File: config.mk
export PLATFORM = sky130hd
export DESIGN_NAME = vga_timing_gen_flat
export DESIGN_NICKNAME = d
export VERILOG_FILES = /design/src/rtl/vga_timing_if.sv /design/src/rtl/vga_timing_gen.sv /design/src/flat_wrapper.sv
export SDC_FILE = /design/constraint.sdc
export NUM_CORES = 1
export LEC_CHECK = 0
export BUFFER_PORTS_ARGS = -buffer_cell sky130_fd_sc_hd__clkbuf_2
export CORE_AREA = 2 2 81 83
export CTS_CLUSTER_DIAMETER = 30
export CTS_CLUSTER_SIZE = 24
export DETAILED_ROUTE_END_ITERATION = 10
export DIE_AREA = 0 0 83 85
export GPL_ROUTABILITY_DRIVEN = 0
export GPL_TIMING_DRIVEN = 0
export PLACE_DENSITY = 0.76
export SLEW_MARGIN = 20
export SYNTH_ARGS = -nofsm -noshare
export SYNTH_HDL_FRONTEND = slang
export SYNTH_SLANG_ARGS = --single-unit
File: constraint.sdc
create_clock -name clk_i -period 7.9 [get_ports clk_i]
set_input_delay 1.185 -clock clk_i [delete_from_list [all_inputs] [get_ports clk_i]]
set_output_delay 1.185 -clock clk_i [all_outputs]
set_load 0.005 [all_outputs]
File: src/rtl/vga_timing_if.sv
// Video timing bundle from the sync generator
// to fetch/scan-out logic.
interface vga_timing_if #(
  parameter int CNT_W = 10,
  parameter int FC_W  = 8
);
  logic             hsync_o;
  logic             vsync_o;
  logic [CNT_W-1:0] hc_o;
  logic [CNT_W-1:0] vc_o;
  logic [CNT_W-1:0] x_px_o;
  logic [CNT_W-1:0] y_px_o;
  logic             activevideo_o;
  logic             prefetch_o;
  logic             line_start_o;
  logic             frame_start_o;
  logic [FC_W-1:0]  frame_cnt_o;

  modport master (
    output hsync_o, vsync_o, hc_o, vc_o,
    output x_px_o, y_px_o, activevideo_o,
    output prefetch_o, line_start_o,
    output frame_start_o, frame_cnt_o
  );

  modport slave (
    input hsync_o, vsync_o, hc_o, vc_o,
    input x_px_o, y_px_o, activevideo_o,
    input prefetch_o, line_start_o,
    input frame_start_o, frame_cnt_o
  );
endinterface

File: src/rtl/vga_timing_gen.sv
// Parametrised VGA sync generator with zero-skew
// registered outputs decoded from next-state counters.
module vga_timing_gen #(
  parameter int H_ACTIVE = 640,
  parameter int H_FP     = 16,
  parameter int H_SYNC   = 96,
  parameter int H_BP     = 48,
  parameter int V_ACTIVE = 480,
  parameter int V_FP     = 10,
  parameter int V_SYNC   = 2,
  parameter int V_BP     = 33,
  parameter bit HS_POL   = 1'b0,
  parameter bit VS_POL   = 1'b0,
  parameter int CNT_W    = 10,
  parameter int LEAD     = 1,
  parameter int FC_W     = 8
) (
  input  logic         clk_i,
  input  logic         rstn_i,
  input  logic         en_i,
  vga_timing_if.master vid
);

  localparam int BLACK_H = H_FP + H_SYNC + H_BP;
  localparam int H_TOTAL = BLACK_H + H_ACTIVE;
  localparam int BLACK_V = V_FP + V_SYNC + V_BP;
  localparam int V_TOTAL = BLACK_V + V_ACTIVE;

  typedef logic [CNT_W-1:0] cnt_t;
  typedef logic [FC_W-1:0]  fc_t;

  localparam cnt_t H_LAST = cnt_t'(H_TOTAL - 1);
  localparam cnt_t V_LAST = cnt_t'(V_TOTAL - 1);

  if ((H_TOTAL - 1) >= (1 << CNT_W) ||
      (V_TOTAL - 1) >= (1 << CNT_W)) begin : g_bad_w
    $fatal(1, "counter width too small");
  end
  if (LEAD < 0 || LEAD >= BLACK_H) begin : g_bad_lead
    $fatal(1, "LEAD out of range");
  end
  if (H_SYNC < 1 || V_SYNC < 1) begin : g_bad_sync
    $fatal(1, "sync width must be >= 1");
  end

  cnt_t hc_q, vc_q, x_q, y_q;
  cnt_t hc_n, vc_n, x_n, y_n;
  fc_t  fc_q, fc_n;
  logic hs_q, vs_q, av_q, pf_q, ls_q, fs_q;
  logic hs_n, vs_n, av_n, pf_n, ls_n, fs_n;
  int   h, v;

  // Next counter values and the decode of them.
  always_comb begin
    hc_n = hc_q + cnt_t'(1);
    vc_n = vc_q;
    fc_n = fc_q;
    if (hc_q == H_LAST) begin
      hc_n = '0;
      vc_n = vc_q + cnt_t'(1);
      if (vc_q == V_LAST) begin
        vc_n = '0;
        fc_n = fc_q + fc_t'(1);
      end
    end
    h    = int'(hc_n);
    v    = int'(vc_n);
    hs_n = (h >= H_FP && h < H_FP + H_SYNC)
           ? HS_POL : ~HS_POL;
    vs_n = (v >= V_FP && v < V_FP + V_SYNC)
           ? VS_POL : ~VS_POL;
    av_n = (h >= BLACK_H) && (v >= BLACK_V);
    pf_n = (h >= BLACK_H - LEAD) &&
           (h < H_TOTAL - LEAD) &&
           (v >= BLACK_V);
    x_n  = av_n ? cnt_t'(h - BLACK_H) : '0;
    y_n  = av_n ? cnt_t'(v - BLACK_V) : '0;
    ls_n = (hc_n == '0);
    fs_n = (hc_n == '0) && (vc_n == '0);
  end

  // Register counters and decoded outputs together.
  always_ff @(posedge clk_i or negedge rstn_i) begin
    if (!rstn_i) begin
      hc_q <= '0;
      vc_q <= '0;
      fc_q <= '0;
      x_q  <= '0;
      y_q  <= '0;
      hs_q <= ~HS_POL;
      vs_q <= ~VS_POL;
      av_q <= 1'b0;
      pf_q <= 1'b0;
      ls_q <= 1'b1;
      fs_q <= 1'b1;
    end else if (en_i) begin
      hc_q <= hc_n;
      vc_q <= vc_n;
      fc_q <= fc_n;
      x_q  <= x_n;
      y_q  <= y_n;
      hs_q <= hs_n;
      vs_q <= vs_n;
      av_q <= av_n;
      pf_q <= pf_n;
      ls_q <= ls_n;
      fs_q <= fs_n;
    end
  end

  assign vid.hc_o          = hc_q;
  assign vid.vc_o          = vc_q;
  assign vid.x_px_o        = x_q;
  assign vid.y_px_o        = y_q;
  assign vid.hsync_o       = hs_q;
  assign vid.vsync_o       = vs_q;
  assign vid.activevideo_o = av_q;
  assign vid.prefetch_o    = pf_q;
  assign vid.line_start_o  = ls_q;
  assign vid.frame_start_o = fs_q;
  assign vid.frame_cnt_o   = fc_q;

endmodule

File: src/flat_wrapper.sv
// flat-port wrapper written by rule: the top's interface ports become plain ports
module vga_timing_gen_flat 
#(
  parameter int H_ACTIVE = 640,
  parameter int H_FP     = 16,
  parameter int H_SYNC   = 96,
  parameter int H_BP     = 48,
  parameter int V_ACTIVE = 480,
  parameter int V_FP     = 10,
  parameter int V_SYNC   = 2,
  parameter int V_BP     = 33,
  parameter bit HS_POL   = 1'b0,
  parameter bit VS_POL   = 1'b0,
  parameter int CNT_W    = 10,
  parameter int LEAD     = 1,
  parameter int FC_W     = 8
)
  (clk_i, rstn_i, en_i, vid_hsync_o, vid_vsync_o, vid_hc_o, vid_vc_o, vid_x_px_o, vid_y_px_o, vid_activevideo_o, vid_prefetch_o, vid_line_start_o, vid_frame_start_o, vid_frame_cnt_o);
  vga_timing_if #(.CNT_W(CNT_W), .FC_W(FC_W)) vid_i ();
  input  logic clk_i;
  input  logic rstn_i;
  input  logic en_i;
  output wire logic [$bits(vid_i.hsync_o)-1:0] vid_hsync_o;
  output wire logic [$bits(vid_i.vsync_o)-1:0] vid_vsync_o;
  output wire logic [$bits(vid_i.hc_o)-1:0] vid_hc_o;
  output wire logic [$bits(vid_i.vc_o)-1:0] vid_vc_o;
  output wire logic [$bits(vid_i.x_px_o)-1:0] vid_x_px_o;
  output wire logic [$bits(vid_i.y_px_o)-1:0] vid_y_px_o;
  output wire logic [$bits(vid_i.activevideo_o)-1:0] vid_activevideo_o;
  output wire logic [$bits(vid_i.prefetch_o)-1:0] vid_prefetch_o;
  output wire logic [$bits(vid_i.line_start_o)-1:0] vid_line_start_o;
  output wire logic [$bits(vid_i.frame_start_o)-1:0] vid_frame_start_o;
  output wire logic [$bits(vid_i.frame_cnt_o)-1:0] vid_frame_cnt_o;
  assign vid_hsync_o = vid_i.hsync_o;
  assign vid_vsync_o = vid_i.vsync_o;
  assign vid_hc_o = vid_i.hc_o;
  assign vid_vc_o = vid_i.vc_o;
  assign vid_x_px_o = vid_i.x_px_o;
  assign vid_y_px_o = vid_i.y_px_o;
  assign vid_activevideo_o = vid_i.activevideo_o;
  assign vid_prefetch_o = vid_i.prefetch_o;
  assign vid_line_start_o = vid_i.line_start_o;
  assign vid_frame_start_o = vid_i.frame_start_o;
  assign vid_frame_cnt_o = vid_i.frame_cnt_o;
  vga_timing_gen #(.H_ACTIVE(H_ACTIVE), .H_FP(H_FP), .H_SYNC(H_SYNC), .H_BP(H_BP), .V_ACTIVE(V_ACTIVE), .V_FP(V_FP), .V_SYNC(V_SYNC), .V_BP(V_BP), .HS_POL(HS_POL), .VS_POL(VS_POL), .CNT_W(CNT_W), .LEAD(LEAD), .FC_W(FC_W)) u_core (.clk_i(clk_i), .rstn_i(rstn_i), .en_i(en_i), .vid(vid_i));
endmodule
After elaboration in Yosys (flattened, before gate mapping) --
Index checks and enable logic that the tools add are counted.
Storage, ports and cells: memories kept 0, bits in latches 0, output and inout port bits 54, memory bits (writable) 0, input bits 3, bits in read-only memories 0, word-level logic and storage cells 42, bits in registers 54
Operators by class: magnitude comparators 8, reductions and logical operators 9, mux-type cells 7, div/mod/pow operators 0, $add $sub $neg 5, equality and inequality tests 2, bitwise operators 0, shift-type cells 0, $mul 0
Operators with widths (number):
- 10-bit 2-to-1 mux | 5
- 10-bit by 1-bit adder with 10-bit output (second input constant) | 2
- 10-bit == test (second input constant) | 2
- 10-bit by 8-bit >= comparator with 1-bit output (second input constant) | 2
- 10-bit zero test | 2
- 10-bit by 4-bit >= comparator with 1-bit output (second input constant) | 1
- 10-bit by 5-bit >= comparator with 1-bit output (second input constant) | 1
- 10-bit by 6-bit >= comparator with 1-bit output (second input constant) | 1
- 10-bit < comparator (second input constant) | 1
- 10-bit by 4-bit < comparator with 1-bit output (second input constant) | 1
- 10-bit by 7-bit < comparator with 1-bit output (second input constant) | 1
- 10-bit by 6-bit subtractor with 10-bit output (second input constant) | 1
- 10-bit by 8-bit subtractor with 10-bit output (second input constant) | 1
- 8-bit by 1-bit adder with 8-bit output (second input constant) | 1
- 1-bit logical AND | 6
- 3-bit AND reduction | 1
- 1-bit 2-to-1 mux | 2

Depth between registers and ports, before layout --
Gate-level depths: netlist (run 1).
depth after elaboration 6, mapped depth 15

Least setup slack after synthesis (run 1) --
OpenSTA, ideal clock, no wires.
path kind flip-flop to flip-flop, from register u_core.hc_q[1], in the netlist u_core.vid.hc_o[1], to register u_core.y_q[9], in the netlist u_core.vid.y_px_o[9], path buffers 3, clock period less this slack 3346 ps, stages on the path, launching flop included 15, setup slack 4554 ps, required time 7825 ps, data arrival time 3271 ps, cells stage by stage dfrtp_1 -> ha_1 -> nand4_2 -> or3_1 -> buf_6 -> clkbuf_1 -> nor3_1 -> a21oi_1 -> ha_1 -> nor2b_1 -> a221o_1 -> a32o_1 -> buf_6 -> or2_4 -> o2bb2ai_2
On the way: cells in the longest elaborated chain, start to end 5
RTL lines:
- start, declared | RTL line vga_timing_gen.sv:46 | cnt_t hc_q, vc_q, x_q, y_q;
- start signal, assigned | RTL line vga_timing_gen.sv:97 | hc_q <= hc_n;
- 10-bit by 1-bit adder with 10-bit output or 10-bit == test (tied branches) | RTL line vga_timing_gen.sv:55, vga_timing_gen.sv:58
- 10-bit 2-to-1 mux | RTL line vga_timing_gen.sv:58 | if (hc_q == H_LAST) begin
- 10-bit by 8-bit >= comparator with 1-bit output or 10-bit by 6-bit >= comparator with 1-bit output (tied branches) | RTL line vga_timing_gen.sv:72 | av_n = (h >= BLACK_H) && (v >= BLACK_V);
- 1-bit logical AND | RTL line vga_timing_gen.sv:72
- 10-bit 2-to-1 mux (*) | RTL line vga_timing_gen.sv:77 | y_n = av_n ? cnt_t'(v - BLACK_V) : '0;
- end signal, assigned | RTL line vga_timing_gen.sv:101 | y_q <= y_n;
- end, declared | RTL line vga_timing_gen.sv:46
Mark *: on every way between the ends. The rest lies on a longest branch, timed or not. A chain may end at the register's enable or synchronous reset.

Worst setup path after layout (run 1) --
Ends and elaborated chain as after synthesis.

==> impl_metrics.py, run 1 <==
metrics = {
    "synthesis": {
        "synth_common_cells": "dfrtp_1 (50), nand2_1 (27), xnor2_1 (24)",
        "synth-adder-area-share": 0.03834,
        "synth.distinct_cells": 59,
        "synth.largest_area_cell": "dfrtp_1",
        "ys_warn_count": 0,
        "yosysMostFrequentCell": "dfrtp_1",
        "synthCells": 347,
        "syn_nets": 360,
        "synth_top_family_by_area": "compound AO/OA/AOI/OAI gates",
        "synth.yosys.seq_area_share": 0.4156,
        "async_flop_share": 1.000,
        "synthMuxAreaShare": 0.01035,
        "synthSimpleGateAreaFrac": 0.1925,
        "synth_area_sq_um": 3263,
        "synthXorXnorAreaFrac": 0.08857,
        "synth_top_area_share": 0.3834,
        "synth_edf_count": 0,
        "syn-mean-instance-area_sq_um": 9.404,
        "synth_area_leaders": "dfrtp_1 (38%), xnor2_1 (6.4%), ha_1 (3.8%), dfstp_2 (3.2%), nand2_1 (3.1%)",
        "ys.flop_type": "dfrtp_1",
        "synth_compound_area_frac": 0.1952,
        "synth_seq_cells": 54,
    },
    "critical_path": {
        "cp_max_fo": 10,
        "crit_path_max_incr_delay_ns": 0.48,
        "crit_chain": "ha_1, nand4_2, or3_1, buf_6, clkbuf_1, nor3_1, a21oi_1, ha_1, nor2b_1, a221o_1, a32o_1, buf_6, or2_4, o2bb2ai_2",
        "arrival_ns": 4.15,
        "worstSetupPathType": "reg -> reg",
        "crit_slowest_cell": "dfrtp_1",
        "worstPathRequired_ns": 8.15,
        "startpoint_type": "flip-flop",
        "cp-end-kind": "flip-flop",
    },
    "floorplanning": {
        "pin_count": 57,
        "die_area_sq_um": 7055,
        "num_rows": 29,
        "core_sq_um": 6205,
        "initial_core_util": 0.5259,
        "die_x_um": 83,
        "die_h_um": 85,
    },
    "clock_network": {
        "clock_latency_ns": 0.31,
        "post-cts-setup-buffers": 0,
        "clock-root-buffer": "clkbuf_8",
        "cts_sinks": 54,
        "cts_resized": 0,
        "cts_max_level": 2,
        "clk_pin_slew_ns": 0.10,
        "cts_tree": "done",
        "cts_buffers": 5,
        "postCtsHoldBufs": 0,
        "clock_path_buffers": 2,
    },
    "outcome": {
        "status": "completed",
    },
    "routing": {
        "vias": 2822,
        "ant_nets": 0,
        "vias_per_cell": 5.795,
        "dr.pass1.iters": 4,
        "drt-total-wl_mm": 7.836,
        "initialDrtViolationCount": 241,
        "drc": 0,
        "post_drt_wl_per_cell_um": 16.09,
    },
    "sta": {
        "max_freq_mhz": 256.5,
        "fin_setup_tns_ns": 0,
        "setup_violations": 0,
        "hold_viol": 0,
        "maxSlewHeadroom": 0.5121,
        "report.final.slew_viol_count": 0,
        "min_period_ns": 3.899,
        "fin_skew_ns": 0.006291,
        "worstMarginPinSlew_ns": 0.7318,
        "fin_crit_sh": 0.4936,
        "rsz0062_at_grt": "false",
    },
    "placement": {
        "place_hpwl_mm": 5.723,
        "placed_cell_area_sq_um": 3637,
        "io_buffer_count": 55,
    },
    "cells_and_area": {
        "drive_above_1_share": 0.2122,
        "fin_area_sq_um": 3754,
        "n_fill_cell": 541,
        "nets": 422,
        "num_antenna_cells": 0,
        "syn_to_final_growth_pct": 15.03,
    },
    "power": {
        "p_leak_nw": 1.675,
        "ir_worst_vdd_uv": 156.7,
        "cellPowerDensity_nw_per_um2": 229.9,
    },
    "global_routing": {
        "antenna_found_initial": 0,
        "grt_pass1_wl_mm": 12.94,
        "grt_max_degree": 55,
        "overflow": 0,
        "grt_use_total": 0.2270,
        "grt_pass1_vias": 2652,
    },
    "hold_path": {
        "hold_class": "reg -> reg",
    },
    "flow_run": {
        "cap_viol_max_count": 0,
    },
}
==> cell usage in the layout, fill, tap and decap left out, types with 4 or more instances in the layout <==
cell,instances
nand4_1,8
nor2_1,22
nor3_1,14
a21oi_1,14
dfstp_2,4
o31ai_1,6
ha_1,10
a31oi_1,4
clkbuf_1,21
o2bb2ai_1,11
nand2_1,27
xnor2_1,24
clkbuf_2,54
inv_1,16
nand3_1,14
nor4_1,4
clkbuf_8,6
o2bb2ai_2,4
o21ai_0,19
dfrtp_1,50
xor2_1,9
==> state kept, by name (all words and copies together) (netlist names), 8 cells and up <==
signal and count:
u_core.vid.x_px_o 10, u_core.vid.y_px_o 10, u_core.vid.frame_cnt_o 8, u_core.vid.vc_o 10, u_core.vid.hc_o 10
==> final timing paths <==
check / start / endpoint / slack [ns] / depth (start not counted)
max: u_core.vid.hc_o[1] / u_core.vid.y_px_o[9] / 4.00 / 14
min: u_core.vid.frame_cnt_o[7] / u_core.vid.frame_cnt_o[7] / 0.48 / 1
max reg2reg: u_core.vid.hc_o[1] / u_core.vid.y_px_o[9] / 4.00 / 14
min reg2reg: u_core.vid.frame_cnt_o[7] / u_core.vid.frame_cnt_o[7] / 0.48 / 1
max in group asynchronous: rstn_i / u_core.vid.y_px_o[0] / 6.47 / 1
min in group asynchronous: rstn_i / u_core.vid.y_px_o[8] / 0.93 / 1
==> worst max-delay path, delay by kind of cell, from the launching register on <==
family	cells	cell delay, ns
compound gates	4	0.83
fa+ha+maj	2	0.66
buf+inv	3	0.57
simple gates	5	1.28
flops	1	0.48
==> where the power goes <==
| group | internal (W) | leakage (nW) | switching, W | total [W] |
|---|---|---|---|---|
| Sequential | 0.000325 | 0.663 | 0.0000396 | 0.000365 |
| Clock | 0.000103 | 0.0585 | 0.0000923 | 0.000196 |
| Combinational | 0.000131 | 0.954 | 0.000171 | 0.000302 |
==> stage by stage <==
step | instances | setup slack (ns) | util | total power [W] | hold slack (ns)
after CTS | 487 | 4.011 | 0.6050 | 0.0008682 | 0.4848
after global placement | 479 | 4.119 | 0.5858 | 0.0006633 | 0.4593
after global routing | 487 | 3.786 | 0.6050 | 0.0009191 | 0.5166
after detailed placement | 479 | 4.087 | 0.5862 | 0.0006709 | 0.4690
after floorplan | 347 | 4.554 | - | 0.0005663 | 0.4576
final | 487 | 4.001 | 0.6050 | 0.0008628 | 0.4821
==> cell families (layout without fill, tap and decap cells) <==
logic type      count (synthesis)  in the layout
flops                          54             54
xor+xnor                       33             33
simple gates                  117            117
buf+inv                        43            106
compound gates                 87             87
mux                             3              3
fa+ha+maj                      10             10
==> layer usage <==
layer	part of all wire	track usage
met1	0.43	0.3023
met2	0.50	0.3761
met3	0.058	0.03891
met4	0.015	0.08197
met5	0	0
==> layout make-up <==
class / count / area, sq um / share of cell area
plain buffers: 27 / 133.9 / 0.03567
clock buffers: 7 / 86.33 / 0.02300
clock inverters: 1 / 30.03 / 0.008000
inverters: 16 / 60.06 / 0.01600
multi-input cells: 250 / 1713 / 0.4563
flip-flops and latches: 54 / 1356 / 0.3613
well taps: 77 / 96.34 / 0.02567
repair buffers: 55 / 277.8 / 0.07400
No activity file was read; power rests on OpenSTA's default activity.
==> run 2: changes to the inputs <==
==> constraint.sdc (replaced) <==
create_clock -name clk_i -period 4.1 [get_ports clk_i]
set_input_delay 0.615 -clock clk_i [delete_from_list [all_inputs] [get_ports clk_i]]
set_output_delay 0.615 -clock clk_i [all_outputs]
set_load 0.005 [all_outputs]
==> impl_metrics.py, run 2 (same netlist as run 1, synthesis figures left out) <==
metrics = {
    "global_routing": {
        "met1_usage": 0.3023,
        "grt_util_met3": 0.03891,
        "grt_use_met2": 0.3761,
        "grt_pass1_vias": 2652,
        "overflow": 0,
        "antenna_found_initial": 0,
        "grt_use_total": 0.2270,
        "grt_max_degree": 55,
        "grt_pass1_wl_mm": 12.94,
        "busiest_layer": "met2",
    },
    "clock_network": {
        "cts_tree": "done",
        "clock-root-buffer": "clkbuf_8",
        "clk_pin_slew_ns": 0.10,
        "cts_max_level": 2,
        "clock_latency_ns": 0.31,
        "clock_path_buffers": 2,
        "cts_buffers": 5,
        "cts_sinks": 54,
    },
    "sta": {
        "fin_setup_tns_ns": 0,
        "setup_violations": 0,
        "fin_crit_sh": 0.9335,
        "fin_skew_ns": 0.006450,
        "hold_viol": 0,
        "fin_ws_ns": 0.2725,
        "report.final.slew_viol_count": 0,
        "worstMarginPinSlew_ns": 0.7316,
        "max_freq_mhz": 261.3,
        "min_period_ns": 3.827,
        "maxSlewHeadroom": 0.5122,
        "rsz0062_at_grt": "false",
    },
    "critical_path": {
        "cp-end-kind": "flip-flop",
        "worstPathRequired_ns": 4.35,
        "regToRegSetupSlack_ns": 0.27,
        "worst_r2r_endpoint": "u_core.vid.y_px_o[9]",
        "worstSetupPathType": "reg -> reg",
        "arrival_ns": 4.08,
        "r2r-start": "u_core.vid.hc_o[1]",
        "startpoint_type": "flip-flop",
        "cp_max_fo": 10,
        "ff2ff_path_depth": 14,
    },
    "power": {
        "p_clk_frac": 0.227,
        "power_frac_comb": 0.350,
        "cellPowerDensity_nw_per_um2": 442.9,
        "internal_power_w": 0.001079,
        "power_frac_seq": 0.423,
        "switchingPower_w": 0.0005849,
        "ir_worst_vdd_uv": 302.2,
        "p_total_w": 0.001663,
        "swShare": 0.3516,
        "p_leak_nw": 1.673,
    },
    "placement": {
        "place_hpwl_mm": 5.723,
        "dpl.cell_count": 479,
        "place_ws_ns": 0.2868,
        "io_buffer_count": 55,
    },
    "floorplanning": {
        "core_sq_um": 6205,
        "pin_count": 57,
        "die_area_sq_um": 7055,
        "initial_core_util": 0.5259,
        "die_x_um": 83,
        "num_rows": 29,
        "die_h_um": 85,
    },
    "cells_and_area": {
        "syn_to_final_growth_pct": 15.11,
        "n_fill_cell": 540,
        "nets": 422,
        "layout_common_cells": "clkbuf_2 (54), dfrtp_1 (50), nand2_1 (27), xnor2_1 (24), nor2_1 (22)",
        "finalNonFillerCells": 487,
        "layout.cells.most_common": "clkbuf_2",
        "drive_above_1_share": 0.2146,
        "num_antenna_cells": 0,
    },
    "routing": {
        "vias_per_cell": 5.799,
        "initialDrtViolationCount": 241,
        "vias": 2824,
        "drc": 0,
        "ant_nets": 0,
        "drt-total-wl_mm": 7.840,
        "post_drt_wl_per_cell_um": 16.10,
        "dr.pass1.iters": 4,
    },
    "hold_path": {
        "hold_class": "in -> async",
    },
    "outcome": {
        "status": "completed",
    },
    "flow_run": {
        "cap_viol_max_count": 0,
    },
}
==> run 2: critical path, cell delays in order, from the launching register on <==
cell	delay (ns)
dfrtp_1	0.48
ha_2	0.31
nand4_2	0.17
or3_1	0.43
buf_6	0.16
clkbuf_1	0.27
nor3_1	0.24
a21oi_1	0.13
ha_1	0.32
nor2b_1	0.15
a221o_1	0.29
a32o_1	0.28
buf_6	0.14
or2_4	0.26
o2bb2ai_2	0.13
==> run 2: cell type report <==
class | count | area [sq um] | area share
multi-input combinational | 250 | 1715 | 0.4567
sequential | 54 | 1356 | 0.3611
timing repair buffer | 55 | 277.8 | 0.07395
buffer | 27 | 133.9 | 0.03564
tap | 77 | 96.34 | 0.02565
clock buffer | 7 | 86.33 | 0.02298
inverter | 16 | 60.06 | 0.01599
clock inverter | 1 | 30.03 | 0.007995
==> run 2: power by group through the flow <==
stage	Combinational (W)	Clock, W	Sequential, W
2_1_floorplan	0.000381	0	0.000710
3_3_place_gp	0.000569	0	0.000709
3_5_place_dp	0.000579	0	0.000713
4_1_cts	0.000583	0.000386	0.000703
5_1_grt	0.000653	0.000403	0.000716
6_report	0.000582	0.000378	0.000703
==> run 2: how the worst max path moves through the flow <==
stage,from,end,slack [ns],depth (start not counted)
finish,u_core.vid.hc_o[1],u_core.vid.y_px_o[9],0.27,14
global route,u_core.vid.hc_o[1],u_core.vid.y_px_o[6],0.08,14
CTS,u_core.vid.hc_o[1],u_core.vid.y_px_o[6],0.21,14
detailed placement,u_core.vid.hc_o[1],u_core.vid.y_px_o[6],0.29,14
global placement,u_core.vid.hc_o[1],u_core.vid.y_px_o[7],0.32,14
floorplan,u_core.vid.hc_o[1],u_core.vid.y_px_o[9],0.75,14
==> run 2: repair_timing <==
action / 4_1_cts / 5_1_grt
buffers inserted: 0 / 0
hold buffers: 0 / 0
resized for setup: 0 / 1
endpoints found under the setup margin: 0 / 3
==> run 2: through the flow <==
step           utilization  hold WS, ns  cell area, sq um
4_1_cts             0.6050       0.3951              3754
5_1_grt             0.6054       0.4374              3756
6_report            0.6054       0.3594              3756
3_3_place_gp        0.5858       0.4593              3635
3_5_place_dp        0.5862       0.4690              3637
2_1_floorplan            -       0.3194              3263
==> run 2: layer usage <==
metal / vias up / wire length, um
li1: 1379 / -
met1: 1336 / 3364
met2: 99 / 3897
met3: 10 / 459
met4: 0 / 119
met5: - / 0
